--- src/rtl/reg_demux.sv ---
// ---------------------------------------------------------------------------
// reg_demux
//
// Registered demultiplexer. One write stream is steered by sel into one of N
// independent hold registers (slots). Each slot has a valid flag that its
// consumer clears with a per-slot acknowledge. Every output is registered.
//
// Ports:
//   clk       in   1          clock, rising edge
//   reset     in   1          synchronous, active-high reset
//   write_en  in   1          write request this cycle
//   sel       in   SEL_W      target slot of the write
//   in        in   WIDTH      write data
//   ack       in   N          per-slot consume strobe (bit i clears slot i)
//   out       out  N*WIDTH    slot data, slot i at [i*WIDTH +: WIDTH]
//   valid     out  N          per-slot valid flag
//   count     out  clog2(N+1) popcount of valid
//   drop      out  1          pulse: a write overwrote unconsumed data
//   err       out  1          pulse: a write targeted sel >= N
// ---------------------------------------------------------------------------
module reg_demux #(
    parameter int WIDTH = 32,
    parameter int N     = 4,
    parameter int SEL_W = $clog2(N)
) (
    input  logic                   clk,
    input  logic                   reset,
    input  logic                   write_en,
    input  logic [SEL_W-1:0]       sel,
    input  logic [WIDTH-1:0]       in,
    input  logic [N-1:0]           ack,
    output logic [N*WIDTH-1:0]     out,
    output logic [N-1:0]           valid,
    output logic [$clog2(N+1)-1:0] count,
    output logic                   drop,
    output logic                   err
);

    localparam int CNT_W = $clog2(N+1);

    logic [WIDTH-1:0] data_q [N];
    logic [WIDTH-1:0] data_d [N];
    logic [N-1:0]     valid_q, valid_d;
    logic [CNT_W-1:0] count_q, count_d;
    logic             drop_q, drop_d;
    logic             err_q, err_d;
    logic             inRange;

    // Next-state for all slots. Acks clear valid first; a write to the same
    // slot then sets it again, so the write wins. The range check is done by
    // matching sel against every legal index, so a select that matches none
    // of them is the out-of-range case and touches no slot.
    always_comb begin
        data_d  = data_q;
        valid_d = valid_q & ~ack;
        drop_d  = 1'b0;
        inRange = 1'b0;
        count_d = '0;
        for (int i = 0; i < N; i++) begin
            if (write_en && (sel == SEL_W'(i))) begin
                inRange   = 1'b1;
                data_d[i] = in;
                // Overwrite is only a loss if the consumer did not take the
                // old value in this same cycle.
                if (valid_q[i] && !ack[i]) begin
                    drop_d = 1'b1;
                end
                valid_d[i] = 1'b1;
            end
        end
        err_d = write_en && !inRange;
        // Count is derived from the next valid vector so it is registered on
        // the same edge and can never lag behind valid.
        for (int i = 0; i < N; i++) begin
            count_d = count_d + CNT_W'(valid_d[i]);
        end
    end

    // State registers; reset discards everything, including a pending write.
    always_ff @(posedge clk) begin
        if (reset) begin
            for (int i = 0; i < N; i++) begin
                data_q[i] <= '0;
            end
            valid_q <= '0;
            count_q <= '0;
            drop_q  <= 1'b0;
            err_q   <= 1'b0;
        end else begin
            for (int i = 0; i < N; i++) begin
                data_q[i] <= data_d[i];
            end
            valid_q <= valid_d;
            count_q <= count_d;
            drop_q  <= drop_d;
            err_q   <= err_d;
        end
    end

    for (genvar g = 0; g < N; g++) begin : g_out
        assign out[g*WIDTH +: WIDTH] = data_q[g];
    end

    assign valid = valid_q;
    assign count = count_q;
    assign drop  = drop_q;
    assign err   = err_q;

endmodule

--- config.mk ---
export PLATFORM = sky130hd
export DESIGN_NAME = reg_demux
export DESIGN_NICKNAME = d
export VERILOG_FILES = /design/src/rtl/reg_demux.sv
export SDC_FILE = /design/constraint.sdc
export NUM_CORES = 1
export LEC_CHECK = 0
export BUFFER_PORTS_ARGS = -buffer_cell sky130_fd_sc_hd__buf_2
export CORE_ASPECT_RATIO = 0.6
export CORE_MARGIN = 10
export CORE_UTILIZATION = 49
export DETAILED_ROUTE_END_ITERATION = 7
export GPL_TIMING_DRIVEN = 0
export PLACE_DENSITY = 0.88
export SLEW_MARGIN = 20
export SYNTH_ARGS = -nofsm -noshare
export SYNTH_HDL_FRONTEND = slang
export SYNTH_SLANG_ARGS = --single-unit
--- constraint.sdc ---
create_clock -name clk -period 2.8 [get_ports clk]
set_input_delay 0.7 -clock clk [delete_from_list [all_inputs] [get_ports clk]]
set_output_delay 0.7 -clock clk [all_outputs]
set_load 0.05 [all_outputs]
==> results of run 1 <==
power groups by stage:
stage	sequential [uW]	combinational, uW	clock [uW]
2_1_floorplan	2320	158	0
3_3_place_gp	2090	570	0
3_5_place_dp	2090	574	0
4_1_cts	2050	577	2450
5_1_grt	2060	614	2530
6_report	2050	575	2430
per-stage QoR:
stage	cells	total power [uW]	cell area, um^2	util [%]
after floorplan	596	2480	4850	-
after global placement	907	2660	5900	60.4
after detailed placement	907	2660	5900	60.4
after CTS	938	5080	6550	67.0
after global routing	938	5200	6550	67.0
final	938	5060	6550	67.0
area by class of cell:
class	instances	share of cell area, %
multi-input combinational	414	28.2
clock buffer	20	6.82
timing repair buffer	176	13.5
tap	135	2.58
buffer	43	3.99
inverter	2	0.115
sequential	137	41.9
clock inverter	11	2.98
final timing paths:
check	end	depth (start not counted)	slack, ns	from
worst max-delay path	count[1]$_SDFF_PP0_	8	0.50	write_en
worst min-delay path	out[104]$_SDFFE_PP0P_	2	0.45	out[104]$_SDFFE_PP0P_
worst max register to register	count[1]$_SDFF_PP0_	7	0.93	valid[0]$_SDFF_PP0_
worst min register to register	out[104]$_SDFFE_PP0P_	2	0.45	out[104]$_SDFFE_PP0P_
kinds of logic after synthesis:
| logic type | synth area share (%) |
|---|---|
| AOI/OAI and AO/OA | 13.6 |
| adders and majority gates | 0.928 |
| buffers and inverters | 5.54 |
| DFF | 56.5 |
| other | 0.0772 |
| and+or+nand+nor | 23.4 |
routing by layer:
metal  wire [um]  vias to the layer above  track usage (%)
li1            -                     2303                -
met1        6740                     2212             26.4
met2        7140                      231             32.1
met3        2030                       25             11.2
met4         198                        0             5.99
met5           0                        -                0
worst min-delay path: cells and delay by family, from the launching register on:
family | cells | cell delay, ns
flip-flops | 1 | 0.30
AND/OR/NAND/NOR | 1 | 0.05
AO/OA/AOI/OAI | 1 | 0.05
placed cells by master, fill, tap and decap left out, types with 2 or more instances in the layout:
master | Yosys | layout
nand2_2 | 5 | 5
a21oi_1 | 129 | 129
nand3b_1 | 2 | 2
buf_6 | 5 | 5
inv_1 | 2 | 2
nor2_1 | 6 | 6
a22oi_1 | 2 | 2
clkbuf_16 | 0 | 17
clkinvlp_4 | 0 | 3
dfxtp_1 | 137 | 137
buf_2 | 8 | 184
ha_1 | 2 | 2
nor2b_1 | 7 | 7
buf_4 | 14 | 14
clkbuf_1 | 16 | 18
bufinv_16 | 0 | 5
nand2_1 | 251 | 251
registers in the layout (all words and copies together) (netlist names):
| register | count |
|---|---|
| count | 3 |
| drop | 1 |
| err | 1 |
| out | 128 |
| valid | 4 |
==> run summary, run 1 <==
RePlAce Congestion - 0.866
CP arrival - 2.59 ns
clock sink total - 137
Int Power - 3750 uW
DIE AREA - 14400 um^2
Synth area leaders - dfxtp_1, nand2_1, a21oi_1
# setup viols final - 0
CP Cell Sequence - buf_2, nor3b_4, nor2_1, fa_1, inv_1, ha_1, ha_1, nor2b_1
post-DR wirelength/cell - 17.2 um
Max Cap Viol - 0
RSZ-0062 raised after global routing - no
top post-synthesis cells by count - nand2_1, dfxtp_1, a21oi_1
Synth Cell Area - 4850 um^2
worst skew pair latency - 0.41 ns
hold buffers post-CTS - 0
DRT iter0 DRCs - 279
crit path launch type - input port
clk_skew - 0.00151 ns
Post-synth top flop - dfxtp_1
Worst Tran Pin Value - 0.589 ns
Worst Slack Setup Final - 0.500 ns
DP Worst Slack - 0.0884 ns
area grow syn2layout - 34.8%
CTS max path bufs - 2
sequential share of power - 40.5%
Starting Density - 49.7%
DP HPWL - 11700 um
total grt overflow - 0
Clk pwr share - 48.1%
root buf cell - clkbuf_16
Worst path slowest cell - fa_1
# fillers - 858
setup bufs post-CTS - 0
CP max FO - 8
first-pass GRT wire length - 24700 um
Routed WL - 16100 um
Rows - 28
multi-input logic area - 1840 um^2
Num CTS Buffers - 17
post-cts gate resize count - 0
largest net degree at the start of global routing - 17
core area - 9770 um^2
Comb power frac - 11.4%
Fin. Hold Viols - 0
routed vias - 4771
number of diodes - 0
drt drc - 0
CP Class - in -> reg
net count reported at finish - 835
Post-Syn Nets - 640
CP Capture Type - register
Buffers & Inverters on Critical Path - 2
Min-Delay Path Class - reg -> reg
max_slew headroom - 60.7%
vias in the first global route - 4629
die height - 97.1 um
post-synth cell types - 24
Seq cells post-synth - 137
YS warnings - 0
drt pass-1 iters - 5
Net Sw Frac - 25.8%
htree depth - 4
VDD IR max - 576 uV
Async SR Flop Fraction - 0%
I/O pins - 178
EDFF count, synth - 0
worst path required time - 3.09 ns
DIE WIDTH - 149 um
critical path's largest stage delay - 0.56 ns
crit share post-route - 82.1%
post-route setup TNS - 0 ns
Net Sw Power - 1300 uW
share of layout cells above drive strength 1 - 30.0%
TritonCTS clock tree - done
gr usage total - 21.5%
Syn Area/Cell - 8.15 um^2
PortBufs - 176
Crit path max-delay family - adder cells
Peak Freq - 435 MHz
Max Slew Vio Count - 0
Vias/cell - 5.09
Tmin final - 2.30 ns
status - complete, no violations
Sequential Area - 2740 um^2
most frequent cell after synthesis - nand2_1
Detail Route Antenna Nets - 0
post-synthesis cell count - 596
PwrDens - 772 nW/um^2
area leader, netlist - dfxtp_1
Lkg Pwr - 0.00292 uW
CP most frequent cell - ha_1
top-area cell type share of the netlist area - 56.5%
post-synthesis sequential area ratio - 56.5%
initial antenna violation count - 0
CTS clk-pin slew, worst paths - 0.06 ns
WHS - 0.450 ns
No activity file was read; power rests on OpenSTA's default activity.
==> run 2: changes to the inputs <==
--- a/config.mk
+++ b/config.mk
@@ -5,6 +5,7 @@
 export SDC_FILE = /design/constraint.sdc
 export NUM_CORES = 1
 export LEC_CHECK = 0
+export ABC_AREA = 1
 export BUFFER_PORTS_ARGS = -buffer_cell sky130_fd_sc_hd__buf_2
 export CORE_ASPECT_RATIO = 0.6
 export CORE_MARGIN = 10
==> constraint.sdc (replaced) <==
create_clock -name clk -period 2.23 [get_ports clk]
set_input_delay 0.5575 -clock clk [delete_from_list [all_inputs] [get_ports clk]]
set_output_delay 0.5575 -clock clk [all_outputs]
set_load 0.05 [all_outputs]
==> run 2 against run 1 <==
Compared with the run above:
- non-clock buffer count shrank 4
- total power up 24%
- critical path depth rose by 3
- sequential power up 25%
- global-route usage up 0.75 points
- critical path type unchanged
- critical endpoint unchanged
- largest cell class unchanged
- largest power group unchanged
==> run summary, run 2 <==
status - complete, no violations
WHS Endpoint - out[5]$_SDFFE_PP0P_
total grt overflow - 0
TritonCTS clock tree - done
commonest non-fill, non-tap cell in the layout - nand2_1
gr usage total - 22.2%
net count reported at finish - 849
CTS max path bufs - 2
Synth Cell Area - 4810 um^2
hold buffers post-CTS - 0
Detail Route Antenna Nets - 0
I/O pins - 178
CTS clk-pin slew, worst paths - 0.06 ns
post-DR wirelength/cell - 17.5 um
CP Capture Type - register
share of layout cells above drive strength 1 - 29.6%
root buf cell - clkbuf_16
dpl cells - 916
most frequent cells in the layout - nand2_1, buf_2, dfxtp_1
most frequent cell after synthesis - nand2_1
clock sink total - 137
YS warnings - 0
Synth area leaders - dfxtp_1, nand2_1, a21oi_1
flop-to-flop setup slack - 0.37 ns
core area - 9360 um^2
drt drc - 0
# setup viols final - 0
DP HPWL - 12100 um
max reg flops - 128
capturing point of the worst reg2reg path - count[1]$_SDFF_PP0_
Max Slew Vio Count - 0
# fillers - 767
post-synthesis sequential area ratio - 57.0%
worst skew pair latency - 0.41 ns
area grow syn2layout - 34.8%
final cell count without fillers - 948
area leader, netlist - dfxtp_1
htree depth - 4
Lkg Pwr - 0.00291 uW
crit path launch type - input port
Util after Layout - 69.3%
initial antenna violation count - 0
Seq cells post-synth - 137
post-synthesis cell count - 610
max_slew headroom - 58.3%
Max Cap Viol - 0
PortBufs - 176
DIE AREA - 14300 um^2
RePlAce Congestion - 0.884
CP arrival - 2.42 ns
Syn Area/Cell - 7.88 um^2
number of diodes - 0
Worst Tran Pin Value - 0.626 ns
Vias/cell - 5.15
Crit Reg-Reg Startpoint - valid[3]$_SDFF_PP0_
clk_skew - 0.00350 ns
RSZ-0062 raised after global routing - no
die height - 96.7 um
drt pass-1 iters - 5
EDFF count, synth - 0
top post-synthesis cells by count - nand2_1, dfxtp_1, a21oi_1
Min-Delay Path Class - in -> reg
overall power - 6280 uW
Peak Freq - 466 MHz
post-synth cell types - 17
post-route setup TNS - 0 ns
setup bufs post-CTS - 0
hold depth - 3
Num CTS Buffers - 17
Async SR Flop Fraction - 0%
Worst Hold Launch - in[5]
Starting Density - 51.4%
post-cts gate resize count - 0
largest net degree at the start of global routing - 17
Rows - 27
CP max FO - 6
Post-Syn Nets - 654
VDD IR max - 604 uV
DRT iter0 DRCs - 321
crit share post-route - 96.3%
WHS - 0.431 ns
worst reg-to-reg path cell count - 9
PwrDens - 969 nW/um^2
worst path required time - 2.50 ns
Routed WL - 16600 um
Fin. Hold Viols - 0
top-area cell type share of the netlist area - 57.0%
vias in the first global route - 4860
Tmin final - 2.15 ns
DIE WIDTH - 148 um
Post-synth top flop - dfxtp_1
routed vias - 4886
first-pass GRT wire length - 25700 um
CP Class - in -> reg
-- run 2: routing by layer --
metal	global-route usage (%)	wire length [um]	vias to the layer above
met3	9.10	2060	18
met4	6.48	134	0
met5	0	0	-
met2	35.3	7510	236
met1	27.0	6900	2308
li1	-	-	2324
-- run 2: metrics by stage --
| stage | area [um^2] | worst slack (ns) |
|---|---|---|
| 2_1_floorplan | 4810 | 0.101 |
| 3_5_place_dp | 5850 | -0.300 |
| 6_report | 6480 | 0.0832 |
| 5_1_grt | 6480 | 0.00804 |
| 3_3_place_gp | 5850 | -0.236 |
| 4_1_cts | 6480 | 0.124 |
-- run 2: how the worst max path moves through the flow --
stage,slack [ns],endpoint,startpoint,depth (start not counted)
2_1_floorplan,0.10,count[1]$_SDFF_PP0_,sel[1],10
3_3_place_gp,-0.24,count[1]$_SDFF_PP0_,sel[0],12
3_5_place_dp,-0.30,count[1]$_SDFF_PP0_,sel[1],11
4_1_cts,0.12,count[1]$_SDFF_PP0_,sel[1],11
5_1_grt,0.008,count[1]$_SDFF_PP0_,sel[1],11
6_report,0.08,count[1]$_SDFF_PP0_,sel[1],11
-- run 2: cell families (layout without fill, tap and decap cells) --
group / Yosys count / count (layout) / synth area share [%]
AND/OR/NAND/NOR: 284 / 284 / 22.8
flip-flops: 137 / 137 / 57.0
AO/OA/AOI/OAI: 130 / 130 / 13.5
buffers and inverters: 55 / 263 / 5.67
adder cells (fa/ha/maj): 3 / 3 / 0.936
other: 1 / 1 / 0.0780
-- run 2: final cells by class --
cell class	instances	area, um^2	share of cell area [%]
Buffer	39	213	3.28
Clock buffer	20	457	7.04
Multi-Input combinational cell	418	1790	27.7
Timing Repair Buffer	176	881	13.6
Tap cell	130	163	2.51
Inverter	16	60.1	0.926
Sequential cell	137	2740	42.3
Clock inverter	12	173	2.66
-- run 2: power by group --
| part | internal, uW | switching (uW) | total [uW] |
|---|---|---|---|
| sequential | 2530 | 42.6 | 2570 |
| clock | 1920 | 1060 | 2980 |
| combinational | 163 | 561 | 723 |
| total | 4620 | 1660 | 6280 |
-- run 2: worst max-delay path: stages --
cell,delay [ns]
buf_2,0.13
nor2_1,0.22
nand2_2,0.16
inv_2,0.14
nor2_1,0.08
fa_1,0.55
inv_1,0.05
ha_1,0.17
ha_1,0.26
inv_1,0.06
nor2_1,0.04
